--- config.mk ---
export PLATFORM = sky130hd
export DESIGN_NAME = gate_truth_table_sequencer
export DESIGN_NICKNAME = d
export VERILOG_FILES = /design/src/rtl/gate_truth_table_sequencer_pkg.sv /design/src/rtl/gate_truth_table_sequencer_settle_timer.sv /design/src/rtl/gate_truth_table_sequencer.sv
export SDC_FILE = /design/constraint.sdc
export NUM_CORES = 1
export LEC_CHECK = 0
export CORE_ASPECT_RATIO = 1.1
export CORE_MARGIN = 8
export CORE_UTILIZATION = 48
export DETAILED_ROUTE_END_ITERATION = 16
export GPL_TIMING_DRIVEN = 0
export PLACE_DENSITY = 0.78
export SYNTH_ARGS = -nofsm -noshare
export SYNTH_HDL_FRONTEND = slang
export SYNTH_SLANG_ARGS = --single-unit
--- constraint.sdc ---
create_clock -name clk -period 2.8 [get_ports clk]
set_input_delay 0.7 -clock clk [delete_from_list [all_inputs] [get_ports clk]]
set_output_delay 0.7 -clock clk [all_outputs]
set_load 0.005 [all_outputs]
--- src/rtl/gate_truth_table_sequencer_pkg.sv ---
`default_nettype none
// ============================================================================
// Package     : tt_seq_defs
// Description : State encodings and sizing helper shared by the truth-table
//               sequencer and its settle timer.
// Revision    : 1.0 - initial release
// ============================================================================
package tt_seq_defs;

    localparam logic [1:0] c_st_idle   = 2'd0;
    localparam logic [1:0] c_st_settle = 2'd1;
    localparam logic [1:0] c_st_sample = 2'd2;
    localparam logic [1:0] c_st_done   = 2'd3;

    // Number of input combinations for an n_in-input gate.
    function automatic int combos(input int n_in);
        return 1 << n_in;
    endfunction

endpackage
`default_nettype wire

--- src/rtl/gate_truth_table_sequencer_settle_timer.sv ---
`default_nettype none
// ============================================================================
// Module      : settle_timer
// Description : Hold counter for one input vector; flags expiry once the
//               count reaches SETTLE-1 and stays there until cleared.
// Revision    : 1.0 - initial release
// ============================================================================
module settle_timer #(
    parameter int SETTLE = 2
) (
    input  logic clk,
    input  logic rst,
    input  logic i_clr,
    input  logic i_en,
    output logic o_expired
);

    localparam int c_cnt_w = (SETTLE > 1) ? $clog2(SETTLE) : 1;
    localparam logic [c_cnt_w-1:0] c_last = c_cnt_w'(SETTLE - 1);

    logic [c_cnt_w-1:0] r_cnt;

    always_ff @(posedge clk) begin
        if (rst || i_clr) begin
            r_cnt <= '0;
        end else if (i_en && !o_expired) begin
            r_cnt <= r_cnt + 1'b1;
        end
    end

    assign o_expired = (r_cnt == c_last);

endmodule
`default_nettype wire

--- src/rtl/gate_truth_table_sequencer.sv ---
`default_nettype none
// ============================================================================
// Module      : gate_truth_table_sequencer
// Description : Sweeps a gate-under-test through all input vectors, captures
//               its truth table and scores it against a latched expectation.
// Revision    : 1.0 - initial release
// ============================================================================
module gate_truth_table_sequencer
    import tt_seq_defs::*;
#(
    parameter int N_IN   = 2,
    parameter int SETTLE = 2
) (
    input  logic                        clk,
    input  logic                        reset,
    input  logic                        start,
    input  logic [combos(N_IN)-1:0]     expected,
    input  logic                        s_in,
    output logic [N_IN-1:0]             drv,
    output logic                        busy,
    output logic                        done,
    output logic [combos(N_IN)-1:0]     table_out,
    output logic [N_IN:0]               err_count,
    output logic                        match
);

    localparam int                c_combos   = combos(N_IN);
    localparam logic [N_IN-1:0]   c_last_idx = '1;

    logic [1:0]            r_state;
    logic [N_IN-1:0]       r_idx;
    logic [N_IN-1:0]       r_drv;
    logic [c_combos-1:0]   r_exp_q;
    logic [c_combos-1:0]   r_table;
    logic [N_IN:0]         r_err;
    logic                  r_busy;
    logic                  r_done;
    logic                  r_match;

    logic                  w_start_ok;
    logic                  w_tmr_clr;
    logic                  w_tmr_en;
    logic                  w_expired;
    logic                  w_bad;
    logic [N_IN:0]         w_err_next;

    assign w_start_ok = (r_state == c_st_idle) && start;
    assign w_tmr_clr  = w_start_ok || (r_state == c_st_sample);
    assign w_tmr_en   = (r_state == c_st_settle);
    assign w_bad      = (s_in != r_exp_q[r_idx]);
    assign w_err_next = r_err + {{N_IN{1'b0}}, w_bad};

    settle_timer #(
        .SETTLE (SETTLE)
    ) u_settle_timer (
        .clk       (clk),
        .rst       (reset),
        .i_clr     (w_tmr_clr),
        .i_en      (w_tmr_en),
        .o_expired (w_expired)
    );

    always_ff @(posedge clk) begin
        if (reset) begin
            r_state <= c_st_idle;
            r_idx   <= '0;
            r_drv   <= '0;
            r_exp_q <= '0;
            r_table <= '0;
            r_err   <= '0;
            r_busy  <= 1'b0;
            r_done  <= 1'b0;
            r_match <= 1'b0;
        end else begin
            r_done <= 1'b0;
            case (r_state)
                c_st_idle: begin
                    if (start) begin
                        r_exp_q <= expected;
                        r_idx   <= '0;
                        r_drv   <= '0;
                        r_table <= '0;
                        r_err   <= '0;
                        r_match <= 1'b0;
                        r_busy  <= 1'b1;
                        r_state <= c_st_settle;
                    end
                end
                c_st_settle: begin
                    if (w_expired) begin
                        r_state <= c_st_sample;
                    end
                end
                c_st_sample: begin
                    r_table[r_idx] <= s_in;
                    r_err          <= w_err_next;
                    if (r_idx == c_last_idx) begin
                        // Score from the final count so match is valid alongside done.
                        r_match <= (w_err_next == '0);
                        r_done  <= 1'b1;
                        r_state <= c_st_done;
                    end else begin
                        r_idx   <= r_idx + 1'b1;
                        r_drv   <= r_idx + 1'b1;
                        r_state <= c_st_settle;
                    end
                end
                c_st_done: begin
                    r_busy  <= 1'b0;
                    r_state <= c_st_idle;
                end
                default: begin
                    r_state <= c_st_idle;
                end
            endcase
        end
    end

    assign drv       = r_drv;
    assign busy      = r_busy;
    assign done      = r_done;
    assign table_out = r_table;
    assign err_count = r_err;
    assign match     = r_match;

endmodule
`default_nettype wire

==> out/metrics.cfg, run 1 <==
[yosys]
synth.ff_latch_count = 19
synth.avg_cell_area_sq_um = 9.12
async_flop_share_pct = 0
yosys_warnings = 0
syn-instance-count = 99
synth_cell_types = 25
seq_area_frac_synth_pct = 42.1
synth_edf_count = 0
synth_nets = 113
synth-main-ff-cell = dfxtp_1
synthesis.area_sq_um = 903

[routing]
routed_via_density = 5.36
ant_nets = 0
drcViolationCount = 0
firstDrtPassIters = 4
vias = 745
routedWlPerCell_microns = 13.4
drtIter0Drc = 14
wl_microns = 1870

[worst_setup_path]
worstSetupPathType = register to register
worstPathArrival_ps = 2790
crit_chain = mux4_2 -> xor2_1 -> ha_1 -> ha_1 -> or2_2 -> a2111o_1 -> a21oi_2
required_ps = 3050
crit_path_top_delay_cell = mux4_2
r2r_slack_ps = 260
critPathLaunchType = register
timing.critical_path.fanout_max = 7
critPathCaptureType = register
max_stage_delay_ps = 560
crit_top_cell = ha_1

[hold_path]
hold_class = register to register

[clock_tree]
numCtsBuffers = 3
cts_root_buf = clkbuf_4
cts.path.max_buffers = 2
htreeDepth = 1
post_cts_buffers = 0
clock_sinks = 19
cts.repair.resized = 0
cts_tree = yes
clkLatencyLatePin_ps = 300
cts_hold_buf = 0
clk_pin_slew_ps = 120

[sta]
layout_min_cycle_time_ps = 2540
hold_viol = 0
setup_viol = 0
finalMaxSlewViolations = 0
final.setup_skew_ps = 6.23
rsz0062_at_grt = no
max_freq_mhz = 394
worst_pin_slew_ps = 492
fin_crit_sh_pct = 90.7
setup-tns-final_ps = 0
max_slew_margin_pct = 67.2

[placement]
portBuffers = 18
place.gp.congestion = 0.756
place.detailed.hpwl_microns = 1370

[power]
power.density_nw_per_um2 = 432
worst_ir_drop_vdd_mv = 0.296
leakage_nw = 0.437

[run_status]
status = finished, final reports clean

[layout]
layout_commonest_cell = dfxtp_1
area_delta_synth_final_pct = 25.5
multi_input_area_sq_um = 458
fillers = 159
final_cell_mix = dfxtp_1, clkdlybuf4s50_1, a21oi_1, nand3_1, nor2_1
ff_latch_area_sq_um = 380
utilization_pct = 63.6
n_antenna_cell = 0
nets = 136
drive_gt1_share_pct = 9.09

[global_routing]
overflow = 0
grt_pass1_wl_microns = 3120
antenna_found_initial = 0
grt_max_degree = 12
gr-usage-all-layers_pct = 11.3
grt_pass1_vias = 736

[run]
maxCapViolCount = 0

[die]
coreArea_sq_um = 1780
start_util_pct = 50.7
io_pins = 20
die_width_microns = 57.4
fp.dieH_microns = 61.5
rows = 16
die-area_sq_um = 3530

## where the power goes
group	switching [mW]	leakage [nW]	total, mW	internal [mW]
clock network	0.0898	0.0177	0.143	0.0533
logic	0.0307	0.265	0.0628	0.0322
registers	0.00428	0.155	0.284	0.279
## worst max-delay path, delay by kind of cell (launching register included)
family / cells / cell delay [ps]
AO/OA/AOI/OAI: 2 / 530
XOR/XNOR: 1 / 160
adder cells (fa/ha/maj): 2 / 470
flip-flops: 1 / 490
multiplexers: 1 / 560
AND/OR/NAND/NOR: 1 / 300
## cell type report
class	count	area share [%]
plain buffers	8	4.08
clock buffers	3	1.99
clock inverters	1	0.442
inverters	5	1.66
multi-input cells	67	40.4
flip-flops and latches	19	33.6
well taps	18	1.99
repair buffers	18	15.9
## cell usage after synthesis (all sizes together) (2+ instances only)
library cell / count / area [sq um]
clkbuf: 4 / 15.0
nor2b: 2 / 12.5
a21oi: 13 / 68.8
mux2i: 4 / 40.0
xor2: 2 / 17.5
inv: 5 / 18.8
or2: 2 / 12.5
ha: 6 / 75.1
nor2: 7 / 26.3
buf: 4 / 31.3
o21bai: 2 / 15.0
dfxtp: 19 / 380
nand3: 9 / 45.0
nand2: 6 / 22.5
nand3b: 3 / 22.5
o211ai: 5 / 37.5
## sequential cells by signal, summed over array words and instances (netlist names)
| signal | count |
|---|---|
| match | 1 |
| done | 1 |
| table_out | 4 |
| r_exp_q | 4 |
| u_settle_timer.o_expired | 1 |
| err_count | 3 |
| busy | 1 |
| drv | 2 |
| r_state | 2 |
## kinds of logic after synthesis
family	Yosys count	share of synthesized area [%]
and+or+nand+nor	32	18.0
xor gates and xnor gates	2	1.94
buffers and inverters	13	7.20
AOI/OAI and AO/OA	22	15.5
muxes	5	6.93
DFF	19	42.1
adders and majority gates	6	8.31
## metal layers
layer | GRT usage [%] | routed length [microns]
met2 | 18.2 | 875
met3 | 2.71 | 81
met1 | 13.4 | 873
met4 | 6.79 | 36
met5 | 0 | 0
## metrics by stage
step           instances  power [mW]  hold slack, ps  cell area (sq um)  worst slack, ps
2_1_floorplan         99       0.330             453                903              385
3_3_place_gp         135       0.351             443               1110             49.0
3_5_place_dp         135       0.353             451               1110             39.6
4_1_cts              139       0.492             467               1130              251
5_1_grt              139       0.513             498               1130              134
6_report             139       0.490             463               1130              260
## path summary, 6_finish.rpt
check | from | endpoint | cells past startpoint
worst max-delay path | drv[0]$_SDFFE_PP0P_ | match$_SDFFE_PP0P_ | 7
worst min-delay path | busy$_SDFFE_PP0P_ | busy$_SDFFE_PP0P_ | 2
worst min register to register | busy$_SDFFE_PP0P_ | busy$_SDFFE_PP0P_ | 2
worst max register to register | drv[0]$_SDFFE_PP0P_ | match$_SDFFE_PP0P_ | 7
Note: power is estimated with default switching activity, not from simulation.
==> inputs of run 2 (changes only) <==
Settings changed: PLACE_DENSITY 0.78 to 0.77, SYNTH_HIERARCHICAL set to 1.
==> out/metrics.cfg, run 2 <==
[sta]
finalMaxSlewViolations = 0  ; unchanged
holdWs_ps = 466  ; was 463 ps
setup-tns-final_ps = 0  ; unchanged
worst_pin_slew_ps = 515  ; was 492 ps
max_freq_mhz = 483  ; was 394 MHz
max_slew_margin_pct = 65.6  ; was 67.2%
final.setup_skew_ps = 7.29  ; was 6.23 ps
rsz0062_at_grt = no  ; unchanged
fin_crit_sh_pct = 73.9  ; was 90.7%
layout_min_cycle_time_ps = 2070  ; was 2540 ps
hold_viol = 0  ; unchanged
setup_viol = 0  ; unchanged

[yosys]
synth_compound_area_share_pct = 17.8  ; was 15.5%
async_flop_share_pct = 0  ; unchanged
synth_cell_types = 31  ; was 25
synth_top_area_cell = dfxtp_1  ; unchanged
seq_area_frac_synth_pct = 40.7  ; was 42.1%
synth_edf_count = 0  ; unchanged
yosysMostFrequentCell = dfxtp_1  ; unchanged
synth_top_family_by_area = simple AND/OR/NAND/NOR gates  ; unchanged
synth_fa_ha_area_share_pct = 8.03  ; was 8.31%
synth_xor_xnor_area_share_pct = 1.87  ; was 1.94%
synth.avg_cell_area_sq_um = 9.44  ; was 9.12 sq um
synth-main-ff-cell = dfxtp_1  ; unchanged
synth_area_leaders = dfxtp_1, ha_1, a21oi_1, nand2_1, nand3_2  ; was dfxtp_1, ha_1, a21oi_1, nand3_1, mux2i_1
synth_mux_area_share_pct = 2.41  ; was 6.93%
synthesis.area_sq_um = 935  ; was 903 sq um
synth.ff_latch_count = 19  ; unchanged
synth_top_area_share_pct = 40.7  ; was 42.1%
synthSimpleGateAreaFrac_pct = 21.7  ; was 18.0%
synth_nets = 113  ; unchanged
synth_common_cells = dfxtp_1, a21oi_1, nand2_1, ha_1, inv_1  ; was dfxtp_1, a21oi_1, nand3_1, nor2_1
yosys_warnings = 6  ; was 0
syn-instance-count = 99  ; unchanged

[die]
die-area_sq_um = 3620  ; was 3530 sq um
coreArea_sq_um = 1800  ; was 1780 sq um
die_width_microns = 58.1  ; was 57.4 microns
io_pins = 20  ; unchanged
rows = 16  ; unchanged
start_util_pct = 51.9  ; was 50.7%
fp.dieH_microns = 62.3  ; was 61.5 microns

[clock_tree]
cts.repair.resized = 0  ; unchanged
clkLatencyLatePin_ps = 290  ; was 300 ps
clock_sinks = 19  ; unchanged
cts_hold_buf = 0  ; unchanged
clk_pin_slew_ps = 110  ; was 120 ps
cts_root_buf = clkbuf_4  ; unchanged
cts.path.max_buffers = 2  ; unchanged
htreeDepth = 1  ; unchanged
numCtsBuffers = 3  ; unchanged
cts_tree = yes  ; unchanged
post_cts_buffers = 0  ; unchanged

[global_routing]
gr-usage-all-layers_pct = 11.3  ; about the same
overflow = 0  ; unchanged
antenna_found_initial = 0  ; unchanged
grt_pass1_wl_microns = 3370  ; was 3120 microns
grt_pass1_vias = 785  ; was 736
grt_max_degree = 11  ; was 12

[worst_setup_path]
startpoint = drv[1]$_SDFFE_PP0P_  ; was drv[0]$_SDFFE_PP0P_
r2r.worst_path.cells = 6  ; was 7
r2r_end = err_count[2]$_SDFFE_PP0P_  ; was match$_SDFFE_PP0P_
timing.critical_path.fanout_max = 6  ; was 7
r2r_start = drv[1]$_SDFFE_PP0P_  ; was drv[0]$_SDFFE_PP0P_
required_ps = 3010  ; was 3050 ps
r2r_slack_ps = 730  ; was 260 ps
worstPathArrival_ps = 2280  ; was 2790 ps
critPathCaptureType = register  ; unchanged
worstSetupPathType = register to register  ; unchanged
critPathLaunchType = register  ; unchanged

[hold_path]
min_delay_worst_endpoint = match$_SDFFE_PP0P_  ; was busy$_SDFFE_PP0P_
whs_path_depth = 2  ; unchanged
min_from = match$_SDFFE_PP0P_  ; was busy$_SDFFE_PP0P_
hold_class = register to register  ; unchanged

[power]
leakage_nw = 0.420  ; was 0.437 nW
switching_share_pct = 24.5  ; was 25.5%
switchingPower_uw = 119  ; was 125 uW
seq_power_share_pct = 58.6  ; was 57.9%
power.density_nw_per_um2 = 414  ; was 432 nW/um^2
cell_internal_pwr_uw = 367  ; was 365 uW
clkPwrFrac_pct = 28.1  ; was 29.2%
worst_ir_drop_vdd_mv = 0.309  ; was 0.296 mV
combPwrFrac_pct = 13.3  ; was 12.8%
power_uw = 486  ; was 490 uW

[routing]
vias = 775  ; was 745
firstDrtPassIters = 3  ; was 4
wl_microns = 1930  ; was 1870 microns
routedWlPerCell_microns = 13.8  ; was 13.4 microns
routed_via_density = 5.54  ; was 5.36
drcViolationCount = 0  ; unchanged
drtIter0Drc = 15  ; was 14
ant_nets = 0  ; unchanged

[placement]
place.detailed.hpwl_microns = 1480  ; was 1370 microns
portBuffers = 19  ; was 18
place.gp.congestion = 0.777  ; was 0.756

[layout]
area_delta_synth_final_pct = 25.6  ; was 25.5%
nets = 137  ; was 136
drive_gt1_share_pct = 14.8  ; was 9.09%
final_cell_mix = dfxtp_1, clkdlybuf4s50_1, a21oi_1, nand2_1, ha_1  ; was dfxtp_1, clkdlybuf4s50_1, a21oi_1, nand3_1, nor2_1
fillers = 157  ; was 159
n_antenna_cell = 0  ; unchanged

[run]
maxCapViolCount = 0  ; unchanged

[run_status]
status = finished, final reports clean  ; unchanged

==> run 2: through the flow <==
stage,setup WS [ps],utilization [%],area (sq um),std cells
after detailed placement,431,63.7,1150,136
after global routing,584,65.1,1170,140
after CTS,696,65.1,1170,140
final,731,65.1,1170,140
after floorplan,873,-,935,99
after global placement,434,63.7,1150,136
==> run 2: how the worst max path moves through the flow <==
stage                                      endpoint  slack (ps)
after floorplan           err_count[2]$_SDFFE_PP0P_         870
after global placement           match$_SDFFE_PP0P_         430
after detailed placement         match$_SDFFE_PP0P_         430
after CTS                        match$_SDFFE_PP0P_         700
after global routing      err_count[2]$_SDFFE_PP0P_         580
final                     err_count[2]$_SDFFE_PP0P_         730
==> run 2: power by group through the flow <==
stage          logic [mW]  clock network (mW)  registers (mW)
2_1_floorplan      0.0418                   0           0.290
3_3_place_gp       0.0641                   0           0.290
3_5_place_dp       0.0653                   0           0.291
4_1_cts            0.0656               0.141           0.285
5_1_grt            0.0712               0.150           0.286
6_report           0.0644               0.137           0.285
==> run 2: cells by family after synthesis <==
| group | count (synthesis) |
|---|---|
| and+or+nand+nor | 35 |
| AOI/OAI and AO/OA | 25 |
| DFF | 19 |
| buffers and inverters | 11 |
| adders and majority gates | 6 |
| xor gates and xnor gates | 2 |
| muxes | 1 |
==> run 2: layout make-up <==
| cell class | count | area (sq um) | area share, % |
|---|---|---|---|
| multi-input cells | 69 | 484 | 41.3 |
| flip-flops and latches | 19 | 380 | 32.4 |
| repair buffers | 19 | 190 | 16.2 |
| plain buffers | 6 | 51.3 | 4.37 |
| clock buffers | 4 | 26.3 | 2.24 |
| well taps | 18 | 22.5 | 1.92 |
| inverters | 5 | 18.8 | 1.60 |
==> run 2: metal layers <==
metal  up-vias  global-route usage [%]  share of wire [%]
met5         -                       0                  0
met4         0                    3.68               0.62
met3         2                    3.09                4.0
met2        13                    18.9                 48
met1       368                    13.5                 47
li1        392                       -                  -
==> run 2: worst max-delay path: stages (launching register included) <==
cell and delay [ps]:
dfxtp_1 460, mux4_2 540, xor2_1 160, ha_1 190
ha_1 230, o21a_1 200, a211oi_1 220
